File: config.mk
export PLATFORM = sky130hd
export DESIGN_NAME = lcd_bus_responder
export DESIGN_NICKNAME = d
export VERILOG_FILES = /design/src/rtl/lcd_bus_responder.sv
export SDC_FILE = /design/constraint.sdc
export NUM_CORES = 1
export LEC_CHECK = 0
export ABC_AREA = 1
export CORE_MARGIN = 5
export CORE_UTILIZATION = 35
export DETAILED_ROUTE_END_ITERATION = 8
export GPL_ROUTABILITY_DRIVEN = 0
export HOLD_SLACK_MARGIN = 0.1
export PLACE_DENSITY_LB_ADDON = 0.2
export RECOVER_POWER = 50
export SLEW_MARGIN = 0
export SYNTH_ARGS = -nofsm -noshare
export SYNTH_HDL_FRONTEND = slang
export SYNTH_SLANG_ARGS = --single-unit
File: constraint.sdc
create_clock -name clk -period 3.3 [get_ports clk]
set_clock_uncertainty 0.2 [all_clocks]
set_input_delay 0.66 -clock clk [delete_from_list [all_inputs] [get_ports clk]]
set_output_delay 0.66 -clock clk [all_outputs]
set_load 0.03 [all_outputs]
File: src/rtl/lcd_bus_responder.sv
// Receiving end of the HD44780-style character LCD bus: decodes enable strobes,
// keeps a 2x16 display shadow, address counter, display-on flag and modelled busy flag.
module lcd_bus_responder #(
    parameter int SYNC_STAGES       = 2,
    parameter int BUSY_CYCLES       = 2000,
    parameter int CLEAR_BUSY_CYCLES = 82000
) (
    input  logic       clk,
    input  logic       rst_n,
    input  logic [7:0] lcd_data,
    input  logic       lcd_rs,
    input  logic       lcd_rw,
    input  logic       lcd_enable,
    input  logic       lcd_on,
    output logic [7:0] lcd_rdata,
    output logic       ev_valid,
    output logic       ev_rs,
    output logic       ev_rw,
    output logic [7:0] ev_byte,
    output logic       busy,
    output logic [6:0] addr,
    output logic       disp_on,
    input  logic [4:0] rd_idx,
    output logic [7:0] rd_char,
    output logic       proto_err
);
    localparam int CNT_W = $clog2(CLEAR_BUSY_CYCLES + 1);
    localparam logic [CNT_W-1:0] BUSY_LOAD  = CNT_W'(BUSY_CYCLES);
    localparam logic [CNT_W-1:0] CLEAR_LOAD = CNT_W'(CLEAR_BUSY_CYCLES);

    typedef enum logic [1:0] {ST_CLEARING, ST_BUSY, ST_IDLE} state_t;

    // Bus sample layout: {on, enable, rw, rs, data[7:0]}
    logic [11:0] sync_q [SYNC_STAGES];
    logic        on_s, en_s, rw_s, rs_s;
    logic [7:0]  data_s;

    logic        en_prev_q, xfer_q, x_rs_q, x_rw_q;
    logic [7:0]  x_data_q;

    state_t           state_q, state_d;
    logic [CNT_W-1:0] cnt_q, cnt_d;
    logic [4:0]       clr_idx_q, clr_idx_d;
    logic [6:0]       addr_q, addr_d;
    logic             inc_q, inc_d;
    logic             disp_on_q, disp_on_d;
    logic             perr_q, perr_d;
    logic             ev_valid_d, ev_rs_d, ev_rw_d;
    logic [7:0]       ev_byte_d;

    logic [7:0] shadow [32];
    logic       wr_en;
    logic [4:0] wr_idx;
    logic [7:0] wr_char;
    logic [5:0] cur_map;
    logic [7:0] cur_char;
    logic       busy_w;

    function automatic logic [6:0] step_addr(input logic [6:0] a, input logic inc);
        logic [6:0] r;
        if (inc) begin
            if (a == 7'h27)      r = 7'h40;
            else if (a == 7'h67) r = 7'h00;
            else                 r = a + 7'd1;
        end else begin
            if (a == 7'h00)      r = 7'h67;
            else if (a == 7'h40) r = 7'h27;
            else                 r = a - 7'd1;
        end
        return r;
    endfunction

    // Returns {hit, shadow index}; only the first 16 columns of each line are mirrored.
    function automatic logic [5:0] map_addr(input logic [6:0] a);
        logic [5:0] r;
        if (a[6:4] == 3'b000)      r = {2'b10, a[3:0]};
        else if (a[6:4] == 3'b100) r = {2'b11, a[3:0]};
        else                       r = 6'd0;
        return r;
    endfunction

    always_ff @(posedge clk or negedge rst_n) begin
        if (!rst_n) begin
            for (int i = 0; i < SYNC_STAGES; i++) sync_q[i] <= '0;
        end else begin
            sync_q[0] <= {lcd_on, lcd_enable, lcd_rw, lcd_rs, lcd_data};
            for (int i = 1; i < SYNC_STAGES; i++) sync_q[i] <= sync_q[i-1];
        end
    end

    assign on_s   = sync_q[SYNC_STAGES-1][11];
    assign en_s   = sync_q[SYNC_STAGES-1][10];
    assign rw_s   = sync_q[SYNC_STAGES-1][9];
    assign rs_s   = sync_q[SYNC_STAGES-1][8];
    assign data_s = sync_q[SYNC_STAGES-1][7:0];

    always_ff @(posedge clk or negedge rst_n) begin
        if (!rst_n) begin
            en_prev_q <= 1'b0;
            xfer_q    <= 1'b0;
            x_rs_q    <= 1'b0;
            x_rw_q    <= 1'b0;
            x_data_q  <= 8'h00;
        end else begin
            en_prev_q <= en_s;
            xfer_q    <= en_prev_q & ~en_s & on_s;
            x_rs_q    <= rs_s;
            x_rw_q    <= rw_s;
            x_data_q  <= data_s;
        end
    end

    assign busy_w   = (state_q != ST_IDLE);
    assign cur_map  = map_addr(addr_q);
    assign cur_char = cur_map[5] ? shadow[cur_map[4:0]] : 8'h20;

    always_comb begin
        state_d    = state_q;
        cnt_d      = cnt_q;
        clr_idx_d  = clr_idx_q;
        addr_d     = addr_q;
        inc_d      = inc_q;
        disp_on_d  = disp_on_q;
        perr_d     = perr_q;
        ev_valid_d = 1'b0;
        ev_rs_d    = ev_rs;
        ev_rw_d    = ev_rw;
        ev_byte_d  = ev_byte;
        wr_en      = 1'b0;
        wr_idx     = clr_idx_q;
        wr_char    = 8'h20;

        case (state_q)
            ST_CLEARING: begin
                wr_en     = 1'b1;
                clr_idx_d = clr_idx_q + 5'd1;
                if (clr_idx_q == 5'd31) begin
                    state_d = ST_BUSY;
                    cnt_d   = CLEAR_LOAD;
                end
            end
            ST_BUSY: begin
                if (cnt_q == '0) state_d = ST_IDLE;
                else             cnt_d   = cnt_q - 1'b1;
            end
            default: ;
        endcase

        if (xfer_q) begin
            ev_valid_d = 1'b1;
            ev_rs_d    = x_rs_q;
            ev_rw_d    = x_rw_q;
            ev_byte_d  = x_rw_q ? (x_rs_q ? cur_char : {busy_w, addr_q}) : x_data_q;
            if (x_rw_q) begin
                if (x_rs_q) addr_d = step_addr(addr_q, inc_q);
            end else if (busy_w) begin
                // Writes that arrive while busy are dropped and flagged.
                perr_d = 1'b1;
            end else if (x_rs_q) begin
                wr_en   = cur_map[5];
                wr_idx  = cur_map[4:0];
                wr_char = x_data_q;
                addr_d  = step_addr(addr_q, inc_q);
                state_d = ST_BUSY;
                cnt_d   = BUSY_LOAD;
            end else begin
                casez (x_data_q)
                    8'b1???_????: begin
                        addr_d  = x_data_q[6:0];
                        state_d = ST_BUSY;
                        cnt_d   = BUSY_LOAD;
                    end
                    8'b01??_????, 8'b001?_????: begin
                        state_d = ST_BUSY;
                        cnt_d   = BUSY_LOAD;
                    end
                    8'b0001_????: begin
                        if (!x_data_q[3]) addr_d = step_addr(addr_q, x_data_q[2]);
                        state_d = ST_BUSY;
                        cnt_d   = BUSY_LOAD;
                    end
                    8'b0000_1???: begin
                        disp_on_d = x_data_q[2];
                        state_d   = ST_BUSY;
                        cnt_d     = BUSY_LOAD;
                    end
                    8'b0000_01??: begin
                        inc_d   = x_data_q[1];
                        state_d = ST_BUSY;
                        cnt_d   = BUSY_LOAD;
                    end
                    8'b0000_001?: begin
                        addr_d  = 7'h00;
                        state_d = ST_BUSY;
                        cnt_d   = CLEAR_LOAD;
                    end
                    8'b0000_0001: begin
                        addr_d    = 7'h00;
                        inc_d     = 1'b1;
                        clr_idx_d = 5'd0;
                        state_d   = ST_CLEARING;
                    end
                    default: ;
                endcase
            end
        end
    end

    always_ff @(posedge clk or negedge rst_n) begin
        if (!rst_n) begin
            state_q   <= ST_CLEARING;
            cnt_q     <= '0;
            clr_idx_q <= 5'd0;
            addr_q    <= 7'h00;
            inc_q     <= 1'b1;
            disp_on_q <= 1'b0;
            perr_q    <= 1'b0;
            ev_valid  <= 1'b0;
            ev_rs     <= 1'b0;
            ev_rw     <= 1'b0;
            ev_byte   <= 8'h00;
            rd_char   <= 8'h20;
        end else begin
            state_q   <= state_d;
            cnt_q     <= cnt_d;
            clr_idx_q <= clr_idx_d;
            addr_q    <= addr_d;
            inc_q     <= inc_d;
            disp_on_q <= disp_on_d;
            perr_q    <= perr_d;
            ev_valid  <= ev_valid_d;
            ev_rs     <= ev_rs_d;
            ev_rw     <= ev_rw_d;
            ev_byte   <= ev_byte_d;
            rd_char   <= shadow[rd_idx];
        end
    end

    always_ff @(posedge clk) begin
        if (wr_en) shadow[wr_idx] <= wr_char;
    end

    always_comb begin
        lcd_rdata = 8'h00;
        if (rs_s)      lcd_rdata = cur_char;
        else if (rw_s) lcd_rdata = {busy_w, addr_q};
    end

    assign busy      = busy_w;
    assign addr      = addr_q;
    assign disp_on   = disp_on_q;
    assign proto_err = perr_q;
endmodule

==> flow_summary.ini <==
[clock_tree]
clock-sinks = 345
cts.clk_slew.worst_paths_ps = 60
clkLatencyLatePin_ps = 550
clockBufferDepth = 3
cts_buffers = 38
cts_tree = yes
cts-htree-levels = 2
clockRootBuffer = clkbuf_16

[min_path]
hold_path.class = reg2reg
min_from = data_s[6]

[sta]
worst_pin_slew_ps = 1860
fmax_mhz = 287
final.setup.tns_ps = -1370
slew_viol_final = 33
setup_viol = 8
period_needed_ps = 3490
slew_headroom = -0.241
rsz0062_at_grt = true
fin_crit_sh = 1.06
hold_violations = 0
setup_ws_ps = -189
timing.hold.ws_ps = 141

[place]
portBuffers = 55
place_ws_ps = 172
dpl.hpwl_mm = 39.3

[synth]
avgSynthCellArea_um2 = 9.05
synth_edf_count = 256
yosysMostFrequentCell = nand2_1
synth_cells = 1892
synth_simple_gate_area_frac = 0.245
synth_nets = 1917
synth_common_cells = nand2_1, nand3_1, edfxtp_1
synth_top_family_by_area = simple AND/OR/NAND/NOR gates
ys_types = 38
async_reset_ff_frac = 0.258
synth_top_area_cell = edfxtp_1
synth_seq_cells = 345
synthTopCellsByArea = edfxtp_1, dfrtp_1, nand3_1
yosys_warnings = 0
synth_mux_area_frac = 0.000658
synth_ff_type = edfxtp_1
synth_compound_area_frac = 0.112
synth-xor-area-share = 0.00205
seq_area_frac_synth = 0.579
yosys.area_share.adder = 0.00438
syn_area_um2 = 17100
synth_top_area_share = 0.449

[routing]
drc = 0
drtPass1Iterations = 8
initialDrtViolationCount = 1609
drtAntennaViolNets = 0
wl_per_cell_um = 23.6
vias_per_cell = 5.77
vias = 15500
wl_mm = 63.7

[power_and_ir_drop]
switching_share = 0.369
pwr-share-clk = 0.287
max-vdd-ir-drop_mv = 0.365
intPower_uw = 10000
seq_power_share = 0.303
p_comb_frac = 0.410
p_sw_uw = 5870
leakagePower_uw = 0.00841
p_per_area_nw_per_um2 = 721

[floorplanning]
ios = 56
floorplan.initialDensity = 0.352
rows = 81
die_x_um = 231
die_area_um2 = 53500
die_height_um = 231
core_um2 = 48600

[global_route]
antenna_found_initial = 0
grt_pass1_vias = 14800
grt_start_max_net_pins = 125
grt_usage = 0.226
grt-ovfl-total = 0
grt_pass1_wl_mm = 92.7

[setup_path]
end_kind = primary output
critical_path_peak_fanout = 4
crit_required_ps = 2440
crit_start = addr[4]
critPathArrivalTime_ps = 2630
r2r_slack_ps = 60
reg2reg_from = x_rw_q
criticalPathCategory = reg2out
cp-start-kind = register

[final_layout]
fill_cells = 4558
drive_gt1_frac = 0.196
nets = 2068
area_growth_pct = 28.8
diodes = 0

[outcome]
status = finished with violations
violations = capacitance limit, slew limit, setup timing

[job]
max_cap_viol_count = 1
==> per-layer routing <==
metal,vias to the layer above,share of wire,GRT usage
met2,858,0.45,0.349
met1,7611,0.41,0.321
met3,149,0.096,0.0397
li1,6925,-,-
met4,0,0.041,0.0849
met5,-,0,0
==> power groups by stage <==
stage / Clock (µW) / Combinational [µW] / Sequential (µW)
global placement: 0 / 4450 / 4900
floorplan: 0 / 2460 / 5010
global route: 4820 / 6880 / 4820
CTS: 4650 / 5690 / 4820
detailed placement: 0 / 4470 / 4900
finish: 4560 / 6530 / 4810
==> kinds of logic after synthesis <==
family | after synthesis
AO/OA/AOI/OAI | 333
XOR/XNOR | 4
adder cells (fa/ha/maj) | 6
buffers and inverters | 232
flip-flops | 345
multiplexers | 1
AND/OR/NAND/NOR | 971
==> metrics by stage <==
stage               utilization  instance area [µm²]  total power (µW)  cells
global placement          0.393                19100              9350   2578
CTS                       0.441                21500             15200   2679
floorplan                     -                17100              7470   1892
detailed placement        0.393                19100              9370   2578
global route              0.453                22100             16500   2695
finish                    0.453                22100             15900   2695
==> layout by cell type, fill, tap and decap left out, types with 9 or more instances in the layout <==
master,count
o22ai_1,19
clkbuf_16,47
nand3_2,79
dlygate4sd3_1,13
nand2_2,27
inv_1,105
a31oi_1,9
o21ai_0,182
nand2_1,332
o221ai_1,40
buf_16,12
nor2_1,244
o21ai_1,9
edfxtp_1,256
buf_12,24
nand3b_1,18
buf_4,112
clkdlybuf4s50_1,32
clkinv_2,9
dfrtp_1,84
a21oi_1,42
nand3_1,218
buf_6,16
nand3_4,16
o211ai_1,18
nand4_1,12
==> worst paths after layout <==
check	endpoint	cells after the start
setup / recovery	lcd_rdata[4]	15
hold / removal	x_data_q[6]	0
setup reg to reg	shadow[6][5]	9
hold reg to reg	x_data_q[6]	0
max in group asynchronous	data_s[6]	3
min in group asynchronous	addr[6]	2
==> area by class of cell <==
cell class / count / area (µm²) / area share
clock buffer: 47 / 1080 / 0.0490
timing repair buffer: 226 / 2500 / 0.113
inverter: 116 / 449 / 0.0204
multi-input combinational: 1316 / 7080 / 0.321
clock inverter: 23 / 256 / 0.0116
sequential: 345 / 9920 / 0.450
tap: 622 / 778 / 0.0353
==> what timing repair did <==
| action | in CTS | in global routing |
|---|---|---|
| setup buffers | 21 | 13 |
| resized for setup | 128 | 79 |
| pin swaps | 38 | 41 |
| hold buffers | 1 | 0 |
| setup endpoints to repair | 8 | 9 |
| cloned | 10 | 6 |
| endpoints found under the hold margin | 34 | 0 |
==> state kept, by name (all words and copies together), names as in the netlist, 2 cells and up <==
signal     cells
x_data_q       8
data_s         8
cnt_q         17
clr_idx_q      5
state_q        2
sync_q        12
rd_char        8
shadow       256
ev_byte        8
addr           7
==> worst max-delay path, cell delays in order, from the launching register on <==
cell and delay (ps):
dfrtp_2 460, inv_2 100, nand2_4 60, nor2_4 140
buf_8 160, buf_12 130, clkbuf_16 150, nand2_2 50
nand3_2 60, nand3_2 90, nand3_2 110, nand3_2 100
nand2_2 110, nand2_2 80, o21ai_4 110, buf_6 170
No activity file was read; power rests on OpenSTA's default activity.
